<file path="src/rtl/i2s_rx_ch_arbiter.sv">
// Round-robin merge of per-channel I2S RX sample strobes into one tagged valid/ready
// stream, with an enable/word-count sequencer (continuous or N-word, drain on disable).
module i2s_rx_ch_arbiter #(
    parameter int unsigned NUM_CH = 4,
    parameter int unsigned DW     = 32,
    parameter int unsigned CW     = 16
) (
    input  logic                      clk_i,
    input  logic                      rst_i,
    input  logic                      cfg_en_i,
    input  logic                      cfg_continuous_i,
    input  logic [CW-1:0]             cfg_num_words_i,
    input  logic [NUM_CH*DW-1:0]      ch_data_i,
    input  logic [NUM_CH-1:0]         ch_valid_i,
    output logic [DW-1:0]             out_data_o,
    output logic [$clog2(NUM_CH)-1:0] out_ch_o,
    output logic                      out_valid_o,
    input  logic                      out_ready_i,
    output logic [NUM_CH-1:0]         ovf_o,
    output logic                      busy_o,
    output logic                      done_o
);

    localparam int unsigned CHW = $clog2(NUM_CH);

    typedef enum logic [1:0] {
        S_IDLE,
        S_RUN,
        S_DRAIN,
        S_DONE
    } state_e;

    state_e              state_q, state_d;
    logic [NUM_CH-1:0]   buf_v_q, buf_v_d;
    logic [DW-1:0]       buf_d_q [NUM_CH];
    logic [DW-1:0]       buf_d_d [NUM_CH];
    logic                out_valid_q, out_valid_d;
    logic [DW-1:0]       out_data_q, out_data_d;
    logic [CHW-1:0]      out_ch_q, out_ch_d;
    logic [CHW-1:0]      ptr_q, ptr_d;
    logic [CW-1:0]       cnt_q, cnt_d;
    logic [NUM_CH-1:0]   ovf_q, ovf_d;
    logic                done_q, done_d;

    logic [DW-1:0]       ch_data [NUM_CH];
    logic [NUM_CH-1:0]   accept;
    logic [NUM_CH-1:0]   req;
    logic [NUM_CH-1:0]   taken;
    logic [CHW-1:0]      scan_idx;
    logic [CHW-1:0]      sel_idx;
    logic                sel_found;
    logic [DW-1:0]       sel_data;
    logic                active;
    logic                can_load;
    logic                load;
    logic                hs;
    logic                finish;

    always_comb begin
        for (int unsigned k = 0; k < NUM_CH; k++) begin
            ch_data[k] = ch_data_i[k*DW +: DW];
        end
    end

    assign active   = (state_q == S_RUN) || (state_q == S_DRAIN);
    assign accept   = (state_q == S_RUN) ? ch_valid_i : '0;
    // A push into an empty buffer competes in the same cycle, giving 1-cycle latency.
    assign req      = buf_v_q | accept;
    assign hs       = out_valid_q & out_ready_i;
    assign can_load = active && (!out_valid_q || out_ready_i);
    assign load     = can_load && sel_found;
    assign finish   = active && !cfg_continuous_i &&
                      ((cfg_num_words_i == '0) ||
                       (hs && (cnt_q == cfg_num_words_i - 1'b1)));

    always_comb begin
        sel_found = 1'b0;
        sel_idx   = '0;
        scan_idx  = '0;
        for (int unsigned i = 1; i <= NUM_CH; i++) begin
            scan_idx = CHW'((32'(ptr_q) + i) % NUM_CH);
            if (!sel_found && req[scan_idx]) begin
                sel_found = 1'b1;
                sel_idx   = scan_idx;
            end
        end
    end

    assign sel_data = buf_v_q[sel_idx] ? buf_d_q[sel_idx] : ch_data[sel_idx];

    always_comb begin
        taken = '0;
        if (load) begin
            taken[sel_idx] = 1'b1;
        end
    end

    always_comb begin
        state_d     = state_q;
        buf_v_d     = buf_v_q;
        buf_d_d     = buf_d_q;
        out_valid_d = out_valid_q;
        out_data_d  = out_data_q;
        out_ch_d    = out_ch_q;
        ptr_d       = ptr_q;
        cnt_d       = cnt_q;
        ovf_d       = ovf_q;
        done_d      = 1'b0;

        // {push, full, leaving}: fill, bypass, drop, reload or plain empty.
        for (int unsigned k = 0; k < NUM_CH; k++) begin
            case ({accept[k], buf_v_q[k], taken[k]})
                3'b100: begin
                    buf_v_d[k] = 1'b1;
                    buf_d_d[k] = ch_data[k];
                end
                3'b110: ovf_d[k] = 1'b1;
                3'b111: buf_d_d[k] = ch_data[k];
                3'b011: buf_v_d[k] = 1'b0;
                default: ;
            endcase
        end

        if (can_load) begin
            out_valid_d = sel_found;
            if (sel_found) begin
                out_data_d = sel_data;
                out_ch_d   = sel_idx;
                ptr_d      = sel_idx;
            end
        end

        case (state_q)
            S_IDLE: begin
                cnt_d   = '0;
                buf_v_d = '0;
                if (cfg_en_i) begin
                    state_d = S_RUN;
                    ovf_d   = '0;
                end
            end
            S_RUN, S_DRAIN: begin
                if (!cfg_continuous_i && hs) begin
                    cnt_d = cnt_q + 1'b1;
                end
                if (finish) begin
                    state_d = S_DONE;
                end else if ((state_q == S_RUN) && !cfg_en_i) begin
                    state_d = S_DRAIN;
                end else if ((state_q == S_DRAIN) && !(|buf_v_q) && !out_valid_q) begin
                    state_d = S_IDLE;
                end
            end
            S_DONE: begin
                if (!cfg_en_i) begin
                    state_d = S_IDLE;
                end
            end
            default: state_d = S_IDLE;
        endcase

        // Completion discards everything still queued.
        if ((state_d == S_DONE) && (state_q != S_DONE)) begin
            done_d      = 1'b1;
            buf_v_d     = '0;
            out_valid_d = 1'b0;
        end
    end

    always_ff @(posedge clk_i or posedge rst_i) begin
        if (rst_i) begin
            state_q     <= S_IDLE;
            buf_v_q     <= '0;
            for (int unsigned k = 0; k < NUM_CH; k++) begin
                buf_d_q[k] <= '0;
            end
            out_valid_q <= 1'b0;
            out_data_q  <= '0;
            out_ch_q    <= '0;
            ptr_q       <= CHW'(NUM_CH - 1);
            cnt_q       <= '0;
            ovf_q       <= '0;
            done_q      <= 1'b0;
        end else begin
            state_q     <= state_d;
            buf_v_q     <= buf_v_d;
            for (int unsigned k = 0; k < NUM_CH; k++) begin
                buf_d_q[k] <= buf_d_d[k];
            end
            out_valid_q <= out_valid_d;
            out_data_q  <= out_data_d;
            out_ch_q    <= out_ch_d;
            ptr_q       <= ptr_d;
            cnt_q       <= cnt_d;
            ovf_q       <= ovf_d;
            done_q      <= done_d;
        end
    end

    assign out_data_o  = out_data_q;
    assign out_ch_o    = out_ch_q;
    assign out_valid_o = out_valid_q;
    assign ovf_o       = ovf_q;
    assign busy_o      = active;
    assign done_o      = done_q;

endmodule

</file>
<file path="config.mk">
export PLATFORM = sky130hd
export DESIGN_NAME = i2s_rx_ch_arbiter
export DESIGN_NICKNAME = d
export VERILOG_FILES = /design/src/rtl/i2s_rx_ch_arbiter.sv
export SDC_FILE = /design/constraint.sdc
export NUM_CORES = 1
export LEC_CHECK = 0
export CAP_MARGIN = 40
export CORE_MARGIN = 5
export CORE_UTILIZATION = 55
export DETAILED_ROUTE_END_ITERATION = 10
export HOLD_SLACK_MARGIN = 0.12
export PLACE_DENSITY = 0.9
export SKIP_LAST_GASP = 1
export SLEW_MARGIN = 10
export SYNTH_ARGS = -nofsm -noshare
export SYNTH_HDL_FRONTEND = slang
export SYNTH_SLANG_ARGS = --single-unit
</file>
<file path="constraint.sdc">
create_clock -name clk_i -period 17.3 [get_ports clk_i]
set_input_delay 4.325 -clock clk_i [delete_from_list [all_inputs] [get_ports clk_i]]
set_output_delay 4.325 -clock clk_i [all_outputs]
set_load 0.05 [all_outputs]
</file>
==> results.ini, run 1 <==
[global_route]
grt_max_degree=113
grt_overflow=0
antenna_found_initial=4
grt_use_total=0.271
grt_pass1_wl_um=48400
grt_pass1_vias=9329

[timing]
final_max_slew_viol_count=0
fin_crit_ns=7.89
layout_setup_ws_ns=9.41
setup_viol=0
rsz0062_at_grt=no
post-route-period-util=0.456
worstMarginPinSlew_ns=0.846
timing.setup.tns_ns=0
fmaxAchievable_mhz=127
holdWs_ns=0.490
final.setup_skew_ns=0.0135
slew_headroom=0.432
final_hold_viol_count=0

[yosys]
syn_nets=1269
synth_area_leaders=dfrtp_1 44%, nand2_1 8.5%, mux2_4 8.4%
ys_async_sr_fraction=1.00
synth_common_cells=242 x nand2_1, 190 x dfrtp_1, 117 x a21oi_1, 60 x mux2_4, 55 x mux2_2
yosysSeqAreaShare=0.449
yosysTopAreaCell=dfrtp_1
synth_edf_count=0
synth-seq-cells=192
synth_area_mm2=0.0107
syn_avg_cell_area_um2=9.64
synth.most_common_cell=nand2_1
ys.flop_type=dfrtp_1
netlist_instances=1110
yosysUniqueCellTypes=61
yosysWarnings=0
synth_top_area_share=0.444

[clocking]
postCtsResizedCells=0
clk_path_buf_depth=2
cts-root-buf=clkbuf_16
htree_levels=4
cts_buffers=17
cts_setup_buffers=0
path_clk_slew_ns=0.07
cts_tree=built
cts_hold_buf=0
cts_sinks=192
clk_latency_ns=0.44

[min_path]
holdPathEnd=out_data_o[18]
hold_class=flop to flop
hp-start=out_data_o[18]
hold_path_depth=2

[die]
core-area_mm2=0.0193
rows=51
die_h_um=150
die_area_mm2=0.0224
ios=194
fp.dieW_um=150
start_util=0.554

[route]
vias=9427
ant_nets=0
wl_um=30400
dr.pass1.iters=7
drc=0
detail_route.wl_per_cell_um=19.9
viasPerCell=6.16
first_iter_violations=996

[place]
finalWeightedCongestion=0.964
io_buffers=193
dp_slack_ns=8.98
hpwl_um=20200
dp.cells=1499

[setup_path]
worst-path-buf-inv=3
cp-end-kind=flop
path_cells=clkdlybuf4s50_1, a211oi_1, a211oi_2, nor2_1, nand2_2, buf_4, or3_4, xor2_1, and3_2, buf_4, mux2_2
cp_slowest_stage_delay_ns=0.60
crit_family=buffers and inverters
timing.critical_path.mode_cell=buf_4
reg2reg_depth=12
reg2reg_to=buf_d_q[127]
crit_slowest_cell=buf_4
ff2ff_setup_slack_ns=12.62
crit_type=primary input to flop
critical_path.startpoint_type=primary input
rr_startpoint=state_q[1]
worstPathMaxFanout=51
worstPathRequired_ns=17.63
worstPathArrival_ns=8.22

[cells_and_area]
layout-drive-gt1-share=0.144
nNetsFinal=1412
stdcell_count=1531
area_delta_synth_final_pct=25.6

[pwr]
cellPowerDensity_mw_per_mm2=226
ir_drop_v=0.000154
power_uw=3040
power.leakage_uw=0.00573

[flow_run]
drv_cap=0

[status]
status=complete, no violations

[logic make-up (layout without fill, tap and decap cells)]
logic type | count (synthesis) | after routing | synth area share
fa+ha+maj | 6 | 6 | 0.00701
flops | 192 | 192 | 0.449
mux | 132 | 132 | 0.160
xor+xnor | 36 | 36 | 0.0295
buf+inv | 100 | 255 | 0.0429
other cells | 0 | 1 | 0
compound gates | 269 | 269 | 0.157
simple gates | 375 | 375 | 0.155
[area by class of cell]
| cell class | count | area, um^2 |
|---|---|---|
| Clock buffer | 17 | 425 |
| Multi-Input combinational cell | 818 | 5480 |
| Clock inverter | 14 | 180 |
| Inverter | 14 | 60.1 |
| Tap cell | 265 | 332 |
| Fill cell | 1373 | 5890 |
| Sequential cell | 192 | 4810 |
| Antenna cell | 1 | 2.50 |
| Timing Repair Buffer | 210 | 2160 |
[cell usage in the layout, fill, tap and decap left out, types with 21 or more instances in the layout]
cell type / Yosys / final
a21oi_1: 117 / 117
a22oi_1: 32 / 32
a311oi_1: 32 / 32
and3_1: 40 / 36
clkdlybuf4s50_1: 0 / 193
dfrtp_1: 190 / 190
mux2_2: 55 / 55
mux2_4: 60 / 60
nand2_1: 242 / 241
nor2_1: 29 / 29
o21ai_0: 45 / 45
xnor2_1: 21 / 21
[power by group]
part	switching, uW	leakage, uW	internal, uW
logic	1080	0.00312	754
registers	131	0.00233	667
clock network	180	0.000290	230
total	1390	0.00573	1650
[per-layer routing]
layer / vias up / wire [um] / global-route usage / share of wire
li1: 4224 / - / - / -
met1: 4584 / 12200 / 0.359 / 0.40
met2: 520 / 14000 / 0.419 / 0.46
met3: 93 / 3130 / 0.0781 / 0.10
met4: 6 / 1030 / 0.115 / 0.034
met5: - / 39 / 0 / 0.0013
[worst reg2reg max path, stage by stage, from the launching register on]
cell and delay (ns):
dfrtp_1 0.44, inv_1 0.10, ha_1 0.59, a21oi_2 0.22, a211oi_2 0.38, nor2_1 0.11
nand2_2 0.36, buf_4 0.61, or3_4 0.31, xor2_1 0.13, and3_2 0.42, buf_4 0.52
mux2_2 0.40
[worst max path at each step]
stage,from,to,slack [ns],cells past startpoint
2_1_floorplan,rst_i,buf_d_q[0],7.75,1
3_3_place_gp,ch_valid_i[3],out_data_o[28],8.96,11
3_5_place_dp,ch_valid_i[1],buf_d_q[126],8.98,11
4_1_cts,ch_valid_i[1],buf_d_q[127],9.43,11
5_1_grt,ch_valid_i[1],buf_d_q[127],9.28,11
6_report,ch_valid_i[1],buf_d_q[127],9.41,11
[flip-flops by register name, indices dropped and copies added (netlist names)]
signal       count
buf_d_q        128
out_data_o      32
cnt_q           16
buf_v_q          4
ovf_o            4
out_ch_o         2
ptr_q            2
state_q          2
done_o           1
out_valid_o      1
[per-stage QoR]
| stage | utilization | area, um^2 |
|---|---|---|
| 2_1_floorplan | - | 10700 |
| 3_3_place_gp | 0.655 | 12700 |
| 3_5_place_dp | 0.664 | 12800 |
| 4_1_cts | 0.695 | 13400 |
| 5_1_grt | 0.696 | 13400 |
| 6_report | 0.696 | 13400 |
Power figures use the tool's default switching activity.
==> inputs of run 2 (changes only) <==
--- a/config.mk
+++ b/config.mk
@@ -7,10 +7,10 @@
 export LEC_CHECK = 0
 export CAP_MARGIN = 40
 export CORE_MARGIN = 5
-export CORE_UTILIZATION = 55
+export CORE_UTILIZATION = 48
 export DETAILED_ROUTE_END_ITERATION = 10
 export HOLD_SLACK_MARGIN = 0.12
-export PLACE_DENSITY = 0.9
+export PLACE_DENSITY = 0.84
 export SKIP_LAST_GASP = 1
 export SLEW_MARGIN = 10
 export SYNTH_ARGS = -nofsm -noshare
==> constraint.sdc (replaced) <==
create_clock -name clk_i -period 6.55 [get_ports clk_i]
set_input_delay 1.6375 -clock clk_i [delete_from_list [all_inputs] [get_ports clk_i]]
set_output_delay 1.6375 -clock clk_i [all_outputs]
set_load 0.05 [all_outputs]
==> run 2 against run 1 <==
  * Register-to-register slack worse by 10 ns
  * Sequential cell count unchanged
  * Clock power grew to 2.9 times the previous value
  * First-iteration DRC count fell by 25%
  * Sequential share of layout area shrank 0.30 points
  * Combinational power increased to 2.7 times the previous value
  * Largest cell class unchanged
  * Largest power group unchanged
  * Highest routed layer unchanged
==> results.ini, run 2 (synthesized netlist as in run 1, its figures left out) <==
[route]
viasPerCell=5.97  ; -3.1%
drc=0  ; unchanged
vias=9250  ; -1.9%
detail_route.wl_per_cell_um=19.9  ; +0.19%
wl_um=30900  ; +1.4%
dr.pass1.iters=5  ; -2
ant_nets=0  ; unchanged
first_iter_violations=744  ; -25%

[die]
die_h_um=159  ; +6.6%
rows=54  ; +5.9%
ios=194  ; unchanged
start_util=0.489  ; -0.0647
core-area_mm2=0.0219  ; +13%
fp.dieW_um=159  ; +6.6%
die_area_mm2=0.0254  ; +14%

[cells_and_area]
fill_cells=1721  ; +25%
stdcell_count=1550  ; +1.2%
largest_register_ffs=128  ; unchanged
final_area_mm2=0.0136  ; +0.84%
layout-drive-gt1-share=0.147  ; +0.00270
final_util=0.620  ; -0.0761
nNetsFinal=1415  ; +0.21%
area_delta_synth_final_pct=26.7
layout_common_cells=241 x nand2_1, 193 x clkdlybuf4s50_1, 190 x dfrtp_1
largest-register=buf_d_q
layout_commonest_cell=nand2_1

[place]
dp.cells=1517  ; +1.2%
finalWeightedCongestion=0.873  ; -9.4%
io_buffers=193  ; unchanged
placed_area_mm2=0.0129  ; +0.42%
hpwl_um=21300  ; +5.4%

[setup_path]
crit_start=ch_valid_i[1]
reg2reg_depth=11  ; -1
ff2ff_setup_slack_ns=2.37  ; -10.25 ns
rr_startpoint=state_q[1]
worstPathRequired_ns=6.88  ; -10.75 ns
cp-end-kind=flop
reg2reg_to=buf_d_q[85]
worstPathArrival_ns=5.05  ; -3.17 ns
worstPathMaxFanout=34  ; -33%
critical_path.startpoint_type=primary input
crit_type=primary input to flop

[global_route]
grt_max_degree=145  ; +28%
grt_pass1_wl_um=50200  ; +3.8%
grt_pass1_vias=9649  ; +3.4%
grt_use_total=0.240  ; -0.0308
antenna_found_initial=3  ; -1
grt_overflow=0  ; unchanged

[timing]
post-route-period-util=0.721
setup_viol=0  ; unchanged
rsz0062_at_grt=no
timing.setup.tns_ns=0  ; unchanged
final.setup_skew_ns=0.0108  ; -0.00263 ns
final_max_slew_viol_count=0  ; unchanged
worstMarginPinSlew_ns=0.845  ; -0.000794 ns
holdWs_ns=0.482  ; -0.00744 ns
fin_crit_ns=4.72
fmaxAchievable_mhz=212
slew_headroom=0.437  ; +0.00487
final_hold_viol_count=0  ; unchanged

[clocking]
cts_sinks=192  ; unchanged
clk_path_buf_depth=2  ; unchanged
path_clk_slew_ns=0.07  ; about the same
cts_setup_buffers=0  ; unchanged
cts_tree=built
cts-root-buf=clkbuf_16
cts_buffers=17  ; unchanged
htree_levels=4  ; unchanged
clk_latency_ns=0.44  ; about the same
postCtsResizedCells=0  ; unchanged
cts_hold_buf=0  ; unchanged

[min_path]
hold_class=flop to flop
hold_path_depth=2  ; unchanged
hp-start=out_data_o[20]
holdPathEnd=out_data_o[20]

[status]
status=complete, no violations

[pwr]
cellPowerDensity_mw_per_mm2=601  ; +170%
power.leakage_uw=0.00579  ; +0.95%
ir_drop_v=0.000415  ; +170%

[flow_run]
drv_cap=0  ; unchanged

[run 2: cell type report]
cell class,count,area [um^2],share of cell area
antenna,1,2.50,0.000185
clock buffer,18,439,0.0324
clock inverter,14,225,0.0166
inverter,14,56.3,0.00415
multi-input combinational,818,5480,0.404
sequential,192,4810,0.354
tap,280,350,0.0258
timing repair buffer,213,2200,0.162
[run 2: how the worst max path moves through the flow]
| stage | endpoint | slack [ns] | cells past startpoint |
|---|---|---|---|
| global placement | buf_d_q[33] | 1.40 | 9 |
| finish | buf_d_q[41] | 1.83 | 10 |
| floorplan | buf_d_q[0] | 2.44 | 1 |
| detailed placement | buf_d_q[95] | 1.45 | 10 |
| global route | buf_d_q[95] | 1.68 | 10 |
| CTS | buf_d_q[95] | 1.88 | 10 |
[run 2: per-layer routing]
metal  global-route usage  routed length (um)  vias to the layer above
li1                     -                   -                     4225
met1                0.305               12400                     4486
met2                0.392               14700                      451
met3               0.0598                2680                       84
met4                0.104                1080                        4
met5                    0                  27                        -
[run 2: power by group]
group / leakage [uW] / switching, uW / internal (uW)
Clock: 0.000325 / 483 / 696
Combinational: 0.00314 / 2840 / 2030
Sequential: 0.00233 / 342 / 1760
[run 2: through the flow]
step                      setup slack (ns)  power (uW)
after floorplan                       2.44        5610
after global placement                1.40        6620
after detailed placement              1.45        6880
after CTS                             1.88        8120
after global routing                  1.68        8700
final                                 1.83        8150
[run 2: worst max-delay path: stages]
cell             delay (ns)
clkdlybuf4s50_1        0.51
a211oi_1               0.32
a211oi_2               0.11
nor2_1                 0.17
and2_2                 0.64
nand2_1                0.32
xor2_1                 0.19
and3_2                 0.53
buf_16                 0.24
mux2_2                 0.36
==> inputs of run 3 (changes only) <==
==> constraint.sdc (replaced) <==
create_clock -name clk_i -period 4.2 [get_ports clk_i]
set_input_delay 1.05 -clock clk_i [delete_from_list [all_inputs] [get_ports clk_i]]
set_output_delay 1.05 -clock clk_i [all_outputs]
set_load 0.05 [all_outputs]
==> run 3 against run 2 <==
  * Power rose by 52%
  * Count of clock-buffer cells in the layout down 1
  * Sequential share of layout area rose by 0.10 points
  * Hold slack improved by 0.0013 ns
  * Final cell count is 0.26% higher
  * Register-to-register slack lost 1.8 ns
  * Sequential power is 56% higher
  * Sequential cell count unchanged
  * Design area down 0.29%
  * Non-clock buffer count rose by 3
==> results.ini, run 3 (synthesized netlist as in run 1, its figures left out) <==
[cells_and_area]
final_util=0.618  ; -0.00177
fill_cells=1791  ; +4.1%
largest-register=buf_d_q
layout-drive-gt1-share=0.149  ; +0.00201
layout_common_cells=241 x nand2_1, 193 x clkdlybuf4s50_1, 190 x dfrtp_1
area_delta_synth_final_pct=26.3
multi_input_area_mm2=0.00548  ; unchanged
layout_commonest_cell=nand2_1
largest_register_ffs=128  ; unchanged
seqCellArea_mm2=0.00481  ; unchanged
nNetsFinal=1418  ; +0.21%

[timing]
final_hold_viol_count=0  ; unchanged
timing.setup.tns_ns=0  ; unchanged
fin_crit_ns=3.77
worstMarginPinSlew_ns=0.846  ; +0.000292 ns
final.setup_skew_ns=0.0169  ; +0.00611 ns
fmaxAchievable_mhz=265
slew_headroom=0.436  ; about the same
holdWs_ns=0.484  ; +0.00133 ns
final_max_slew_viol_count=0  ; unchanged
setup_viol=0  ; unchanged
rsz0062_at_grt=no
post-route-period-util=0.898

[pwr]
power.leakage_uw=0.00576  ; -0.46%
ir_drop_v=0.000874  ; +110%
cellPowerDensity_mw_per_mm2=918  ; +53%

[min_path]
hp-start=out_data_o[13]
hold_path_depth=2  ; unchanged
holdPathEnd=out_data_o[13]
hold_class=flop to flop

[setup_path]
reg2reg_to=buf_d_q[94]
timing.critical_path.mode_cell=nor3_1
path_cells=clkdlybuf4s50_1, inv_1, ha_1, or4b_1, nor3_1, o22ai_1, a2111oi_0, nand4_1, o21ai_1, o21ba_2, nor3_1
crit_type=primary input to flop
crit_family=compound AO/OA/AOI/OAI gates
cp-end-kind=flop
reg2reg_depth=11  ; unchanged
crit_start=cfg_num_words_i[1]
rr_startpoint=state_q[1]
worstPathArrival_ns=4.07  ; -0.98 ns
worst-path-buf-inv=2  ; unchanged
worstPathMaxFanout=8  ; -76%
crit_slowest_cell=or4b_1
worstPathRequired_ns=4.49  ; -2.39 ns
cp_slowest_stage_delay_ns=0.52  ; -0.12 ns
critical_path.startpoint_type=primary input
ff2ff_setup_slack_ns=0.53  ; -1.84 ns
cp.depth=11  ; +1

[clocking]
cts-root-buf=clkbuf_16
clk_path_buf_depth=2  ; unchanged
cts_sinks=192  ; unchanged
clk_latency_ns=0.44  ; about the same
path_clk_slew_ns=0.09  ; +0.02 ns
postCtsResizedCells=0  ; unchanged
cts_tree=built
htree_levels=4  ; unchanged
cts_buffers=17  ; unchanged
cts_setup_buffers=0  ; unchanged
cts_hold_buf=0  ; unchanged

[die]
rows=54  ; unchanged
die_h_um=159  ; unchanged
die_area_mm2=0.0254  ; unchanged
start_util=0.489  ; unchanged
core-area_mm2=0.0219  ; unchanged
ios=194  ; unchanged
fp.dieW_um=159  ; unchanged

[global_route]
grt_pass1_wl_um=49000  ; -2.4%
antenna_found_initial=4  ; +1
grt_use_total=0.234  ; -0.00678
grt_overflow=0  ; unchanged
grt_pass1_vias=9509  ; -1.5%
grt_max_degree=129  ; -11%

[route]
viasPerCell=5.93  ; -0.68%
vias=9211  ; -0.42%
wl_um=29900  ; -2.9%
first_iter_violations=853  ; +15%
detail_route.wl_per_cell_um=19.3  ; -3.2%
ant_nets=0  ; unchanged
dr.pass1.iters=5  ; unchanged
drc=0  ; unchanged

[place]
finalWeightedCongestion=0.889  ; +1.8%
hpwl_um=19900  ; -6.6%
io_buffers=193  ; unchanged

[status]
status=complete, no violations

[flow_run]
drv_cap=0  ; unchanged

run 3: changes by cell type in the layout (fill, tap and decap cells not counted), moves of 2 or more:
cell       change
buf_16         -4
bufinv_16      -5
clkinv_8       +5
clkinv_2       -2
inv_6          +2
buf_12         +6
run 3: cell type report:
class                   count  share of cell area
multi-input cells         818               0.405
flip-flops and latches    192               0.355
repair buffers            216               0.164
clock buffers              17              0.0315
well taps                 280              0.0259
clock inverters            15              0.0133
inverters                  14             0.00416
diodes                      2            0.000370
run 3: worst max-delay path by stage:
stage                      end
finish              buf_v_q[3]
global route        buf_v_q[3]
floorplan           buf_d_q[0]
global placement    buf_v_q[1]
CTS                 buf_v_q[3]
detailed placement  buf_v_q[2]
run 3: through the flow:
stage               power (uW)  instance area (um^2)  instances  setup WS (ns)
finish                   12400                 13500       1554          0.428
global placement         10500                 12900       1519         0.0483
detailed placement       10700                 12900       1520         0.0178
CTS                      12400                 13500       1552          0.496
global route             13300                 13500       1553          0.253
floorplan                 8760                 10700       1110          0.675
run 3: power by group:
| group | switching [uW] | internal [uW] | leakage (uW) |
|---|---|---|---|
| logic | 4380 | 3120 | 0.00315 |
| clock network | 837 | 810 | 0.000290 |
| registers | 522 | 2740 | 0.00233 |
| total | 5740 | 6680 | 0.00576 |
run 3: metal layers:
| metal | global-route usage | vias up | part of all wire |
|---|---|---|---|
| met5 | 0 | - | 0.00090 |
| met4 | 0.0818 | 4 | 0.025 |
| met3 | 0.0528 | 57 | 0.068 |
| met2 | 0.382 | 340 | 0.48 |
| met1 | 0.307 | 4589 | 0.43 |
| li1 | - | 4221 | - |
run 3: tightest hold or removal path, delay by kind of cell (launching register included):
| family | cells | cell delay, ns |
|---|---|---|
| AND/OR/NAND/NOR | 1 | 0.04 |
| AO/OA/AOI/OAI | 1 | 0.06 |
| flip-flops | 1 | 0.35 |
